[config.mk]
export PLATFORM = sky130hd
export DESIGN_NAME = alu_cmd_master_flat
export DESIGN_NICKNAME = d
export VERILOG_FILES = /design/src/rtl/alu_cmd_if.sv /design/src/rtl/alu_cmd_master.sv /design/src/flat_wrapper.sv
export SDC_FILE = /design/constraint.sdc
export NUM_CORES = 1
export LEC_CHECK = 0
export BUFFER_PORTS_ARGS = -buffer_cell sky130_fd_sc_hd__buf_2
export CORE_ASPECT_RATIO = 0.5
export CORE_MARGIN = 4
export CORE_UTILIZATION = 51
export CTS_BUF_LIST = sky130_fd_sc_hd__clkbuf_8 sky130_fd_sc_hd__clkbuf_16
export DETAILED_ROUTE_END_ITERATION = 8
export PLACE_DENSITY = 0.78
export SYNTH_ARGS = -nofsm -noshare
export SYNTH_HDL_FRONTEND = slang
export SYNTH_SLANG_ARGS = --single-unit
[constraint.sdc]
create_clock -name clk -period 2 [get_ports clk]
set_input_delay 0.3 -clock clk [delete_from_list [all_inputs] [get_ports clk]]
set_output_delay 0.3 -clock clk [all_outputs]
set_load 0.005 [all_outputs]
[src/rtl/alu_cmd_if.sv]
// alu_cmd_if: host-side command/UART handshake bundle between local logic, alu_cmd_master and a uart_tx/uart_rx pair
interface alu_cmd_if #(parameter int N = 8);
   logic         i_start;
   logic [N-1:0] i_A;
   logic [N-1:0] i_B;
   logic [N-1:0] i_op;
   logic         i_tx_done;
   logic [N-1:0] i_data_rx;
   logic         i_rx_valid;
   logic [N-1:0] o_tx;
   logic         o_tx_start;
   logic [N-1:0] o_result;
   logic         o_result_valid;
   logic         o_busy;
   logic         o_timeout;
   modport master (
      input  i_start, i_A, i_B, i_op, i_tx_done, i_data_rx, i_rx_valid,
      output o_tx, o_tx_start, o_result, o_result_valid, o_busy, o_timeout
   );
   modport slave (
      output i_start, i_A, i_B, i_op, i_tx_done, i_data_rx, i_rx_valid,
      input  o_tx, o_tx_start, o_result, o_result_valid, o_busy, o_timeout
   );
endinterface

[src/rtl/alu_cmd_master.sv]
// alu_cmd_master: sends A-code,A,B-code,B,OP-code,OP,R-code over UART and returns the result byte.
// Optional response timeout is enabled by defining ALU_CMD_TIMEOUT_EN.
module alu_cmd_master #(
   parameter int           N              = 8,
   parameter logic [N-1:0] A              = 'h1,
   parameter logic [N-1:0] B              = 'h2,
   parameter logic [N-1:0] OP             = 'h3,
   parameter logic [N-1:0] R              = 'h4,
   parameter int           TIMEOUT_CYCLES = 1000
) (
   input logic       clk,
   input logic       rst,
   alu_cmd_if.master bus
);
   typedef enum logic [1:0] {IDLE, SEND, WAIT_DONE, WAIT_RESULT} state_t;
   state_t       state;
   logic [2:0]   idx;
   logic [N-1:0] a_q, b_q, op_q;
   if (TIMEOUT_CYCLES < 1) begin : g_bad_timeout
      $error("TIMEOUT_CYCLES must be positive");
   end
`ifdef ALU_CMD_TIMEOUT_EN
   localparam int CW = TIMEOUT_CYCLES > 1 ? $clog2(TIMEOUT_CYCLES) : 1;
   logic [CW-1:0] cnt;
`endif
   function automatic logic [N-1:0] byte_at(input logic [2:0] i);
      return i == 3'd0 ? A : i == 3'd1 ? a_q : i == 3'd2 ? B : i == 3'd3 ? b_q :
             i == 3'd4 ? OP : i == 3'd5 ? op_q : R;
   endfunction
   // Strobes default low so each assertion below lasts exactly one cycle
   always_ff @(posedge clk) begin
      bus.o_result_valid <= 1'b0;
      bus.o_timeout      <= 1'b0;
      if (rst) begin
         state          <= IDLE;
         idx            <= '0;
         a_q            <= '0;
         b_q            <= '0;
         op_q           <= '0;
         bus.o_tx       <= '0;
         bus.o_tx_start <= 1'b0;
         bus.o_result   <= '0;
         bus.o_busy     <= 1'b0;
`ifdef ALU_CMD_TIMEOUT_EN
         cnt            <= '0;
`endif
      end else begin
         case (state)
            IDLE: if (bus.i_start) begin
               a_q            <= bus.i_A;
               b_q            <= bus.i_B;
               op_q           <= bus.i_op;
               idx            <= '0;
               bus.o_tx       <= A;
               bus.o_tx_start <= 1'b1;
               bus.o_busy     <= 1'b1;
               state          <= SEND;
            end
            SEND: begin
               bus.o_tx_start <= 1'b0;
               state          <= WAIT_DONE;
            end
            WAIT_DONE: if (bus.i_tx_done) begin
               if (idx != 3'd6) begin
                  idx            <= idx + 3'd1;
                  bus.o_tx       <= byte_at(idx + 3'd1);
                  bus.o_tx_start <= 1'b1;
                  state          <= SEND;
               end else begin
                  state <= WAIT_RESULT;
`ifdef ALU_CMD_TIMEOUT_EN
                  cnt   <= '0;
`endif
               end
            end
            WAIT_RESULT: if (bus.i_rx_valid) begin
               bus.o_result       <= bus.i_data_rx;
               bus.o_result_valid <= 1'b1;
               bus.o_busy         <= 1'b0;
               state              <= IDLE;
            end
`ifdef ALU_CMD_TIMEOUT_EN
            else if (cnt == CW'(TIMEOUT_CYCLES - 1)) begin
               bus.o_timeout <= 1'b1;
               bus.o_busy    <= 1'b0;
               state         <= IDLE;
            end else cnt <= cnt + CW'(1);
`endif
            default: state <= IDLE;
         endcase
      end
   end
endmodule
[src/flat_wrapper.sv]
// flat-port wrapper written by rule: the top's interface ports become plain ports
module alu_cmd_master_flat 
#(
   parameter int           N              = 8,
   parameter logic [N-1:0] A              = 'h1,
   parameter logic [N-1:0] B              = 'h2,
   parameter logic [N-1:0] OP             = 'h3,
   parameter logic [N-1:0] R              = 'h4,
   parameter int           TIMEOUT_CYCLES = 1000
)
  (clk, rst, bus_i_start, bus_i_A, bus_i_B, bus_i_op, bus_i_tx_done, bus_i_data_rx, bus_i_rx_valid, bus_o_tx, bus_o_tx_start, bus_o_result, bus_o_result_valid, bus_o_busy, bus_o_timeout);
  alu_cmd_if #(.N(N)) bus_i ();
  input logic clk;
  input logic rst;
  input wire logic [$bits(bus_i.i_start)-1:0] bus_i_start;
  input wire logic [$bits(bus_i.i_A)-1:0] bus_i_A;
  input wire logic [$bits(bus_i.i_B)-1:0] bus_i_B;
  input wire logic [$bits(bus_i.i_op)-1:0] bus_i_op;
  input wire logic [$bits(bus_i.i_tx_done)-1:0] bus_i_tx_done;
  input wire logic [$bits(bus_i.i_data_rx)-1:0] bus_i_data_rx;
  input wire logic [$bits(bus_i.i_rx_valid)-1:0] bus_i_rx_valid;
  output wire logic [$bits(bus_i.o_tx)-1:0] bus_o_tx;
  output wire logic [$bits(bus_i.o_tx_start)-1:0] bus_o_tx_start;
  output wire logic [$bits(bus_i.o_result)-1:0] bus_o_result;
  output wire logic [$bits(bus_i.o_result_valid)-1:0] bus_o_result_valid;
  output wire logic [$bits(bus_i.o_busy)-1:0] bus_o_busy;
  output wire logic [$bits(bus_i.o_timeout)-1:0] bus_o_timeout;
  assign bus_i.i_start = bus_i_start;
  assign bus_i.i_A = bus_i_A;
  assign bus_i.i_B = bus_i_B;
  assign bus_i.i_op = bus_i_op;
  assign bus_i.i_tx_done = bus_i_tx_done;
  assign bus_i.i_data_rx = bus_i_data_rx;
  assign bus_i.i_rx_valid = bus_i_rx_valid;
  assign bus_o_tx = bus_i.o_tx;
  assign bus_o_tx_start = bus_i.o_tx_start;
  assign bus_o_result = bus_i.o_result;
  assign bus_o_result_valid = bus_i.o_result_valid;
  assign bus_o_busy = bus_i.o_busy;
  assign bus_o_timeout = bus_i.o_timeout;
  alu_cmd_master #(.N(N), .A(A), .B(B), .OP(OP), .R(R), .TIMEOUT_CYCLES(TIMEOUT_CYCLES)) u_core (.clk(clk), .rst(rst), .bus(bus_i));
endmodule
==> flow_metrics.py, run 1 <==
metrics = {
    "yosys": {
        "yosys_warnings": 0,
        "number_of_synthesized_register_bits": 48,
        "netlist.area_leader.share": 0.4758,
        "synth.largest_area_cell": "sky130_fd_sc_hd__dfxtp_1",
        "synth_area_leaders": "sky130_fd_sc_hd__dfxtp_1 (48%), sky130_fd_sc_hd__nand2_1 (14%), sky130_fd_sc_hd__a21oi_1 (10%)",
        "yosys_most_used_dff": "sky130_fd_sc_hd__dfxtp_1",
        "mappedNetlistNets": 294,
        "ys_types": 33,
        "post_synth.cell_area_avg_um2": 8.014,
        "syn_area_um2": 2019,
        "synth-seq-area-share": 0.4758,
        "syn-instance-count": 252,
        "number_of_synthesized_flops_with_an_enable_pin": 0,
        "ys_async_sr_fraction": 0,
    },
    "power_and_ir_drop": {
        "power_switching_share": 0.2497,
        "power_frac_comb": 0.121,
        "internal-power_mw": 1.330,
        "netSwitchingPower_mw": 0.4428,
        "vdd_ir_drop_max_v": 0.0004845,
        "p_leak_nw": 1.026,
        "power.share.sequential": 0.583,
        "power_density_nw_per_um2": 735.0,
        "clockPowerShare": 0.296,
    },
    "sta": {
        "fin_crit_ns": 1.793,
        "final_report_max_slew_violation_count": 0,
        "fmax_mhz": 557.8,
        "clock-skew-final_ns": 0.004502,
        "totalNegativeSetupSlack_ns": 0,
        "finalSetupViolCount": 0,
        "post-route-period-util": 0.8964,
        "grt_setup_unrepaired": "false",
        "finalHoldViolations": 0,
    },
    "cells_and_area": {
        "layout.cells.non_filler": 355,
        "final_nets": 346,
        "drive_gt1_frac": 0.2336,
        "fillers": 329,
        "area_delta_synth_final_pct": 19.45,
        "antenna_cells": 0,
        "regArea_um2": 960.9,
        "multi_input_area_um2": 967.2,
    },
    "clock_tree": {
        "cts_setup_buffers": 0,
        "ctsLongestPathBuffers": 2,
        "cts.root.buffer_cell": "sky130_fd_sc_hd__clkbuf_8",
        "path_clk_slew_ns": 0.08,
        "clock_sink_count": 48,
        "tritoncts.num_buffers": 5,
        "htree_num_levels": 2,
        "tritoncts": "done",
        "clkLatencyLatePin_ns": 0.29,
    },
    "critical_path": {
        "crit_type": "reg2reg",
        "critical_path.slowest_cell": "sky130_fd_sc_hd__dfxtp_1",
        "timing.reg2reg.worst_path_depth": 5,
        "crit_arrival_ns": 1.98,
        "worstSetupStartpointType": "flop",
        "cp-end-kind": "flop",
        "critical_path.max_stage_delay_ns": 0.45,
        "worstPathRequired_ns": 2.19,
        "largest_fanout_of_any_net_on_the_critical_path": 6,
        "crit_path_cell_trace": "ha_1 > xnor2_2 > and3_1 > a211o_1 > o221a_1",
    },
    "global_routing": {
        "global_route.overflow_total": 0,
        "grt_start_max_net_pins": 23,
        "antenna_violations_before_repair": 0,
        "globalRouteTotalUtil": 0.1956,
        "grt_first_pass_wirelength_um": 7990,
        "first_global_vias": 1771,
    },
    "placement": {
        "portBuffers": 55,
        "dpl.cell_count": 348,
        "gpl.final_weighted_congestion": 0.8242,
        "detailedPlacementHpwl_um": 3492,
    },
    "drt": {
        "drc_errors": 0,
        "top_layer_used": "met4",
        "route.detailed.wl_per_inst_um": 13.14,
        "met2_wirelength_um": 1968,
        "detailedRoute.firstIterationViolations": 63,
        "vias": 1877,
        "detail-route-antenna-nets": 0,
        "met1_length_um": 2275,
        "postRouteWirelength_um": 4665,
        "viasPerCell": 5.287,
        "drt-pass1-iter-count": 4,
        "met3RoutedLength_um": 378,
    },
    "floorplan": {
        "design.portCount": 57,
        "start_util": 0.5575,
        "fp.coreArea_um2": 3622,
        "placementRows": 15,
        "die_width_um": 96.99,
        "die_height_um": 52.50,
        "design.die.area_um2": 5091,
    },
    "flow_run": {
        "max_cap_viol_count": 0,
    },
    "outcome": {
        "result_of_the_run": "finished clean",
    },
    "worst_hold_path": {
        "hold_path_depth": 3,
        "hp-class": "in2reg",
    },
}
## metrics by stage
step	utilization	hold WS, ns	total power, mW	instance area [um2]	setup WS, ns
after detailed placement	0.6446	0.4437	1.269	2335	0.1903
after global placement	0.6446	0.4389	1.261	2335	0.3033
after global routing	0.6660	0.2323	1.880	2412	0.06739
after CTS	0.6660	0.2282	1.785	2412	0.1836
after floorplan	-	0.4312	1.182	2019	0.3186
final	0.6660	0.2387	1.773	2412	0.2073
## power by group through the flow
| stage | Combinational [mW] | Clock (mW) | Sequential, mW |
|---|---|---|---|
| 6_report | 0.215 | 0.525 | 1.03 |
| 5_1_grt | 0.245 | 0.595 | 1.04 |
| 4_1_cts | 0.215 | 0.537 | 1.03 |
| 3_5_place_dp | 0.214 | 0 | 1.05 |
| 3_3_place_gp | 0.207 | 0 | 1.05 |
| 2_1_floorplan | 0.140 | 0 | 1.04 |
## logic make-up (layout without fill, tap and decap cells)
family                     count (synthesis)  in the layout  synth area share
DFF                                       48             48            0.4758
AOI/OAI and AO/OA                         67             67            0.2038
buffers and inverters                     21             73           0.04523
xor gates and xnor gates                   1              1          0.008057
other                                      1              1          0.001857
and+or+nand+nor                          107            107            0.2237
adders and majority gates                  5              5           0.03098
muxes                                      2              2           0.01053
## worst max-delay path, delay by kind of cell, from the launching register on
family / cells / cell delay, ns
compound gates: 2 / 0.55
xor+xnor: 1 / 0.14
fa+ha+maj: 1 / 0.27
flops: 1 / 0.45
simple gates: 1 / 0.28
## cells in the final DEF (no fill, tap or decap), types with 2 or more instances in the layout
| cell | count |
|---|---|
| sky130_fd_sc_hd__and2_1 | 2 |
| sky130_fd_sc_hd__clkbuf_8 | 5 |
| sky130_fd_sc_hd__buf_2 | 55 |
| sky130_fd_sc_hd__o21ai_0 | 3 |
| sky130_fd_sc_hd__dfxtp_1 | 48 |
| sky130_fd_sc_hd__ha_1 | 5 |
| sky130_fd_sc_hd__a211oi_1 | 7 |
| sky130_fd_sc_hd__buf_4 | 7 |
| sky130_fd_sc_hd__nor2b_1 | 5 |
| sky130_fd_sc_hd__nand2_1 | 76 |
| sky130_fd_sc_hd__nand2b_1 | 2 |
| sky130_fd_sc_hd__o2bb2ai_1 | 7 |
| sky130_fd_sc_hd__inv_1 | 5 |
| sky130_fd_sc_hd__nor2_1 | 8 |
| sky130_fd_sc_hd__and3_1 | 6 |
| sky130_fd_sc_hd__nor3_1 | 6 |
| sky130_fd_sc_hd__a21oi_1 | 41 |
## registers in the layout (all words and copies together), names as in the netlist
name and flops:
u_core.op_q 8, u_core.bus.o_result 8, u_core.bus.o_busy 1, u_core.state 2, u_core.a_q 8, u_core.bus.o_result_valid 1
u_core.bus.o_tx_start 1, u_core.bus.o_tx 8, u_core.idx 3, u_core.b_q 8
## repair_timing
action / CTS / global route
hold buffers: 0 / 0
endpoints found under the setup margin: 0 / 2
gates resized for setup: 0 / 1
## area by class of cell
type / count / area share
repair buffers: 62 / 0.1359
multi-input cells: 183 / 0.4009
clock buffers: 5 / 0.02853
clock inverters: 2 / 0.003631
inverters: 4 / 0.006224
well taps: 51 / 0.02645
flip-flops and latches: 48 / 0.3983
## routing by layer
metal	vias to the layer above	track usage
li1	950	-
met2	67	0.3071
met5	-	0
met3	7	0.07039
met1	853	0.2575
met4	0	0.05128
## Yosys cell counts (2+ instances only)
cell and n:
sky130_fd_sc_hd__dfxtp_1 48, sky130_fd_sc_hd__inv_1 4, sky130_fd_sc_hd__nor2b_1 5, sky130_fd_sc_hd__and2_1 2, sky130_fd_sc_hd__clkbuf_1 14, sky130_fd_sc_hd__nand2_1 76, sky130_fd_sc_hd__nor2_1 8, sky130_fd_sc_hd__nor3_1 6
sky130_fd_sc_hd__a211oi_1 7, sky130_fd_sc_hd__ha_1 5, sky130_fd_sc_hd__and3_1 6, sky130_fd_sc_hd__o21ai_0 3, sky130_fd_sc_hd__a21oi_1 41, sky130_fd_sc_hd__o2bb2ai_1 7, sky130_fd_sc_hd__nand2b_1 2
## final timing paths
check / startpoint / end / slack, ns
setup / recovery: u_core.idx[0] / u_core.bus.o_tx[0] / 0.21
hold / removal: bus_i_op[7] / u_core.op_q[7] / 0.24
setup reg to reg: u_core.idx[0] / u_core.bus.o_tx[0] / 0.21
hold reg to reg: u_core.bus.o_result[6] / u_core.bus.o_result[6] / 0.45
No activity file was read; power rests on OpenSTA's default activity.
==> run 2, diff against run 1 <==
--- a/config.mk
+++ b/config.mk
@@ -12,6 +12,8 @@
 export CTS_BUF_LIST = sky130_fd_sc_hd__clkbuf_8 sky130_fd_sc_hd__clkbuf_16
 export DETAILED_ROUTE_END_ITERATION = 8
 export PLACE_DENSITY = 0.78
+export RECOVER_POWER = 50
 export SYNTH_ARGS = -nofsm -noshare
 export SYNTH_HDL_FRONTEND = slang
 export SYNTH_SLANG_ARGS = --single-unit
+export TNS_END_PERCENT = 20
==> flow_metrics.py, run 2 (synthesis gave the netlist of run 1 again) <==
metrics = {
    "outcome": {
        "result_of_the_run": "finished clean",
    },
    "placement": {
        "portBuffers": 55,
        "dpl.cell_count": 348,
        "gpl.final_weighted_congestion": 0.8242,
        "post_dp_cell_area_um2": 2335,
        "detailedPlacementHpwl_um": 3492,
    },
    "critical_path": {
        "worstPathRequired_ns": 2.23,
        "crit_arrival_ns": 1.99,
        "critical_path.startpoint": "u_core.idx[0]",
        "crit-reg2reg-capture": "u_core.bus.o_tx[5]",
        "crit_type": "reg2reg",
        "worstSetupStartpointType": "flop",
        "timing.reg2reg.worst_path_depth": 6,
        "largest_fanout_of_any_net_on_the_critical_path": 7,
        "critical_path.reg2reg.startpoint": "u_core.idx[0]",
        "ff2ff_setup_slack_ns": 0.23,
        "cp-end-kind": "flop",
        "setup.worst_path.end": "u_core.bus.o_tx[5]",
    },
    "floorplan": {
        "die_width_um": 96.99,
        "design.die.area_um2": 5091,
        "design.portCount": 57,
        "placementRows": 15,
        "die_height_um": 52.50,
        "start_util": 0.5575,
        "fp.coreArea_um2": 3622,
    },
    "drt": {
        "drt-pass1-iter-count": 4,
        "postRouteWirelength_um": 4693,
        "detail-route-antenna-nets": 0,
        "drc_errors": 0,
        "vias": 1861,
        "route.detailed.wl_per_inst_um": 13.22,
        "viasPerCell": 5.242,
        "detailedRoute.firstIterationViolations": 54,
    },
    "global_routing": {
        "global_route.overflow_total": 0,
        "first_global_vias": 1771,
        "antenna_violations_before_repair": 0,
        "globalRouteTotalUtil": 0.1956,
        "grt_start_max_net_pins": 23,
        "grt_first_pass_wirelength_um": 7990,
    },
    "sta": {
        "post-route-period-util": 0.8827,
        "fmax_mhz": 566.5,
        "clock-skew-final_ns": 0.005708,
        "timing.slew.headroom": 0.5563,
        "worst_pin_slew_ns": 0.6656,
        "fin_crit_ns": 1.765,
        "final_report_max_slew_violation_count": 0,
        "totalNegativeSetupSlack_ns": 0,
        "grt_setup_unrepaired": "false",
        "finalSetupViolCount": 0,
        "finalHoldViolations": 0,
    },
    "power_and_ir_drop": {
        "vdd_ir_drop_max_v": 0.0004785,
        "power_frac_comb": 0.119,
        "power_switching_share": 0.2527,
        "clockPowerShare": 0.299,
        "power.share.sequential": 0.583,
        "p_leak_nw": 0.9767,
        "internal-power_mw": 1.325,
        "design_power_total_mw": 1.773,
        "netSwitchingPower_mw": 0.4480,
        "power_density_nw_per_um2": 741.1,
    },
    "cells_and_area": {
        "final_util": 0.6604,
        "drive_gt1_frac": 0.1941,
        "final_nets": 346,
        "layout.cells.non_filler": 355,
        "finish.instance_area_um2": 2392,
        "layout_commonest_cell": "sky130_fd_sc_hd__nand2_1",
        "antenna_cells": 0,
        "area_delta_synth_final_pct": 18.46,
        "multi_input_area_um2": 967.2,
        "most-common-layout-cells": "sky130_fd_sc_hd__nand2_1 (76), sky130_fd_sc_hd__dfxtp_1 (48), sky130_fd_sc_hd__buf_2 (45), sky130_fd_sc_hd__a21oi_1 (41), sky130_fd_sc_hd__clkbuf_1 (12)",
        "regArea_um2": 960.9,
        "fillers": 336,
    },
    "clock_tree": {
        "htree_num_levels": 2,
        "clock_sink_count": 48,
        "cts_setup_buffers": 0,
        "tritoncts": "done",
        "cts.root.buffer_cell": "sky130_fd_sc_hd__clkbuf_8",
        "tritoncts.num_buffers": 5,
        "path_clk_slew_ns": 0.08,
        "ctsLongestPathBuffers": 2,
        "clkLatencyLatePin_ns": 0.29,
        "cts_hold_buffers": 0,
    },
    "flow_run": {
        "max_cap_viol_count": 0,
    },
    "worst_hold_path": {
        "hp-class": "in2reg",
    },
}
==> run 2: cell count changes in the layout (fill, tap and decap cells not counted), sizes merged <==
cell and change:
buf -12, clkbuf +12
==> run 2: timing repair <==
item                       4_1_cts  5_1_grt
gates resized for setup          0        1
hold endpoints to repair         0        0
setup endpoints to repair        0        2
==> run 2: critical path, stage by stage, from the launching register on <==
cell,delay (ns)
sky130_fd_sc_hd__dfxtp_1,0.43
sky130_fd_sc_hd__inv_1,0.10
sky130_fd_sc_hd__ha_1,0.26
sky130_fd_sc_hd__a21boi_1,0.23
sky130_fd_sc_hd__and2_1,0.26
sky130_fd_sc_hd__nand2_1,0.22
sky130_fd_sc_hd__o2bb2ai_1,0.20
==> run 2: per-layer routing <==
layer  vias up  global-route usage  share of wire
met4         0             0.05128         0.0049
li1        954                   -              -
met1       847              0.2575           0.49
met2        56              0.3071           0.43
met5         -                   0              0
met3         4             0.07039          0.077
==> run 2: final cells by class <==
class / instances / share of cell area
clock buffers: 5 / 0.02877
repair buffers: 62 / 0.1287
flip-flops and latches: 48 / 0.4017
multi-input cells: 183 / 0.4043
clock inverters: 2 / 0.003661
inverters: 4 / 0.006276
well taps: 51 / 0.02667
==> run 2: through the flow <==
stage                     worst slack (ns)  hold WS [ns]
after floorplan                     0.3186        0.4312
after global placement              0.3033        0.4389
after detailed placement            0.1903        0.4437
after CTS                           0.1836        0.2282
after global routing               0.06739        0.2323
final                               0.2347        0.2357
==> run 2: how the worst min path moves through the flow <==
| stage | from | endpoint | slack (ns) | cells past startpoint |
|---|---|---|---|---|
| floorplan | u_core.b_q[2] | u_core.b_q[2] | 0.43 | 2 |
| global placement | u_core.bus.o_result[5] | u_core.bus.o_result[5] | 0.44 | 2 |
| detailed placement | u_core.bus.o_tx[7] | u_core.bus.o_tx[7] | 0.44 | 1 |
| CTS | bus_i_op[7] | u_core.op_q[7] | 0.23 | 3 |
| global route | bus_i_A[6] | u_core.a_q[6] | 0.23 | 3 |
| finish | bus_i_A[6] | u_core.a_q[6] | 0.24 | 3 |
==> run 2: power groups by stage <==
stage / clock (mW) / combinational (mW) / sequential, mW
4_1_cts: 0.537 / 0.215 / 1.03
5_1_grt: 0.595 / 0.239 / 1.04
2_1_floorplan: 0 / 0.140 / 1.04
3_3_place_gp: 0 / 0.207 / 1.05
6_report: 0.529 / 0.210 / 1.03
3_5_place_dp: 0 / 0.214 / 1.05
==> run 3, diff against run 2 <==
--- a/config.mk
+++ b/config.mk
@@ -11,8 +11,10 @@
 export CORE_UTILIZATION = 51
 export CTS_BUF_LIST = sky130_fd_sc_hd__clkbuf_8 sky130_fd_sc_hd__clkbuf_16
 export DETAILED_ROUTE_END_ITERATION = 8
+export GPL_TIMING_DRIVEN = 0
 export PLACE_DENSITY = 0.78
 export RECOVER_POWER = 50
+export REMOVE_ABC_BUFFERS = 1
 export SYNTH_ARGS = -nofsm -noshare
 export SYNTH_HDL_FRONTEND = slang
 export SYNTH_SLANG_ARGS = --single-unit
==> flow_metrics.py, run 3 (synthesis gave the netlist of run 1 again) <==
metrics = {
    "critical_path": {
        "crit_type": "reg2reg",
        "ff2ff_setup_slack_ns": 0.06,
        "worstSetupStartpointType": "flop",
        "largest_fanout_of_any_net_on_the_critical_path": 13,
        "critical_path.slowest_cell": "sky130_fd_sc_hd__dfxtp_1",
        "critical_path.max_stage_delay_ns": 0.38,
        "timing.reg2reg.worst_path_depth": 5,
        "crit_path_cell_trace": "ha_1 > xnor2_4 > mux2_2 > a211oi_1 > o2bb2ai_1",
        "cp-end-kind": "flop",
        "worstPathRequired_ns": 2.18,
        "critical_path.reg2reg.startpoint": "u_core.idx[0]",
        "crit-reg2reg-capture": "u_core.bus.o_tx[1]",
        "crit_arrival_ns": 2.12,
    },
    "cells_and_area": {
        "layout_commonest_cell": "sky130_fd_sc_hd__nand2_1",
        "antenna_cells": 0,
        "area_delta_synth_final_pct": 19.76,
        "drive_gt1_frac": 0.1921,
        "final_util": 0.6677,
        "most-common-layout-cells": "sky130_fd_sc_hd__nand2_1 (76), sky130_fd_sc_hd__dfxtp_1 (48), sky130_fd_sc_hd__buf_2 (43), sky130_fd_sc_hd__a21oi_1 (41), sky130_fd_sc_hd__clkbuf_1 (12)",
        "final_nets": 343,
        "fillers": 336,
    },
    "sta": {
        "finalHoldViolations": 0,
        "fmax_mhz": 515.0,
        "timing.slew.headroom": 0.3834,
        "clock-skew-final_ns": 0.007015,
        "worst_pin_slew_ns": 0.9227,
        "post-route-period-util": 0.9710,
        "fin_hold_ws_ns": 0.2286,
        "fin_crit_ns": 1.942,
        "smallest_setup_slack_after_layout_ns": 0.05808,
        "finalSetupViolCount": 0,
        "final_report_max_slew_violation_count": 0,
    },
    "worst_hold_path": {
        "holdCritStartpoint": "bus_i_B[1]",
        "hold_path_depth": 3,
        "hold_path_end": "u_core.b_q[1]",
        "hp-class": "in2reg",
    },
    "drt": {
        "detail-route-antenna-nets": 0,
        "route.detailed.wl_per_inst_um": 13.42,
        "postRouteWirelength_um": 4739,
        "drt-pass1-iter-count": 5,
        "viasPerCell": 5.382,
        "vias": 1900,
        "detailedRoute.firstIterationViolations": 91,
        "drc_errors": 0,
    },
    "clock_tree": {
        "cts.root.buffer_cell": "sky130_fd_sc_hd__clkbuf_8",
        "tritoncts.num_buffers": 5,
        "clock_sink_count": 48,
        "ctsLongestPathBuffers": 2,
        "htree_num_levels": 2,
        "tritoncts": "done",
        "clkLatencyLatePin_ns": 0.30,
        "path_clk_slew_ns": 0.09,
        "cts_hold_buffers": 0,
    },
    "global_routing": {
        "antenna_violations_before_repair": 0,
        "first_global_vias": 1799,
        "grt_start_max_net_pins": 43,
        "global_route.overflow_total": 0,
        "grt_first_pass_wirelength_um": 7693,
        "globalRouteTotalUtil": 0.1910,
    },
    "floorplan": {
        "die_width_um": 96.99,
        "design.die.area_um2": 5091,
        "placementRows": 15,
        "start_util": 0.5575,
        "fp.coreArea_um2": 3622,
        "design.portCount": 57,
        "die_height_um": 52.50,
    },
    "outcome": {
        "result_of_the_run": "finished clean",
    },
    "placement": {
        "gpl.final_weighted_congestion": 0.7538,
        "portBuffers": 55,
        "pre_cts_slack_ns": -0.1121,
        "detailedPlacementHpwl_um": 3102,
    },
    "power_and_ir_drop": {
        "power_density_nw_per_um2": 791.0,
        "p_leak_nw": 0.9750,
        "vdd_ir_drop_max_v": 0.0003766,
    },
    "flow_run": {
        "max_cap_viol_count": 0,
    },
}
## run 3: cell count changes in the layout (fill, tap and decap cells not counted)
cell,delta
sky130_fd_sc_hd__bufinv_16,+1
sky130_fd_sc_hd__and2_0,-1
sky130_fd_sc_hd__and2_1,+1
sky130_fd_sc_hd__buf_2,-2
sky130_fd_sc_hd__xnor2_2,-1
sky130_fd_sc_hd__ha_1,-1
sky130_fd_sc_hd__ha_2,+1
sky130_fd_sc_hd__buf_4,-1
sky130_fd_sc_hd__xnor2_4,+1
## run 3: timing repair
item                                    4_1_cts  5_1_grt
setup buffers                                 0        4
pin swaps                                     0        1
gates resized for setup                       2        1
endpoints found under the setup margin        7        9
## run 3: layout make-up
cell class | count | area [um2] | share of cell area
multi-input combinational | 183 | 980.9 | 0.4056
timing repair buffer | 59 | 290.3 | 0.1200
sequential | 48 | 960.9 | 0.3973
tap | 51 | 63.81 | 0.02638
clock buffer | 5 | 68.82 | 0.02845
inverter | 4 | 15.01 | 0.006208
clock inverter | 3 | 38.79 | 0.01604
## run 3: power breakdown
part	switching, mW	internal [mW]
clock network	0.314	0.366
logic	0.118	0.0832
registers	0.0300	1.00
total	0.463	1.45
## run 3: per-layer routing
| metal | global-route usage | up-vias | routed length (um) | part of all wire |
|---|---|---|---|---|
| met2 | 0.3368 | 58 | 2157 | 0.46 |
| met1 | 0.2166 | 888 | 2180 | 0.46 |
| met4 | 0.08392 | 0 | 57 | 0.012 |
| met5 | 0 | - | 0 | 0 |
| met3 | 0.06375 | 7 | 343 | 0.072 |
| li1 | - | 947 | - | - |
## run 3: worst max-delay path, delay by kind of cell (launching register included)
| family | cells | cell delay (ns) |
|---|---|---|
| flip-flops | 1 | 0.38 |
| multiplexers | 1 | 0.38 |
| AO/OA/AOI/OAI | 2 | 0.38 |
| XOR/XNOR | 1 | 0.37 |
| adder cells (fa/ha/maj) | 1 | 0.31 |
## run 3: worst max path at each step
stage / start / end / slack [ns]
2_1_floorplan: u_core.idx[0] / u_core.bus.o_tx[1] / 0.18
3_3_place_gp: u_core.idx[0] / u_core.bus.o_tx[0] / -0.06
3_5_place_dp: u_core.idx[0] / u_core.bus.o_tx[0] / -0.11
4_1_cts: u_core.idx[0] / u_core.bus.o_tx[0] / 0.05
5_1_grt: u_core.idx[0] / u_core.bus.o_tx[1] / -0.01
6_report: u_core.idx[0] / u_core.bus.o_tx[1] / 0.06
## run 3: metrics by stage
stage	std cells	TNS [ns]	instance area (um2)	power (mW)
finish	353	0	2419	1.913
global route	353	-0.01475	2419	2.007
CTS	349	0	2404	1.929
detailed placement	341	-0.4018	2282	1.253
global placement	341	-0.1113	2282	1.244
floorplan	235	0	1943	1.162
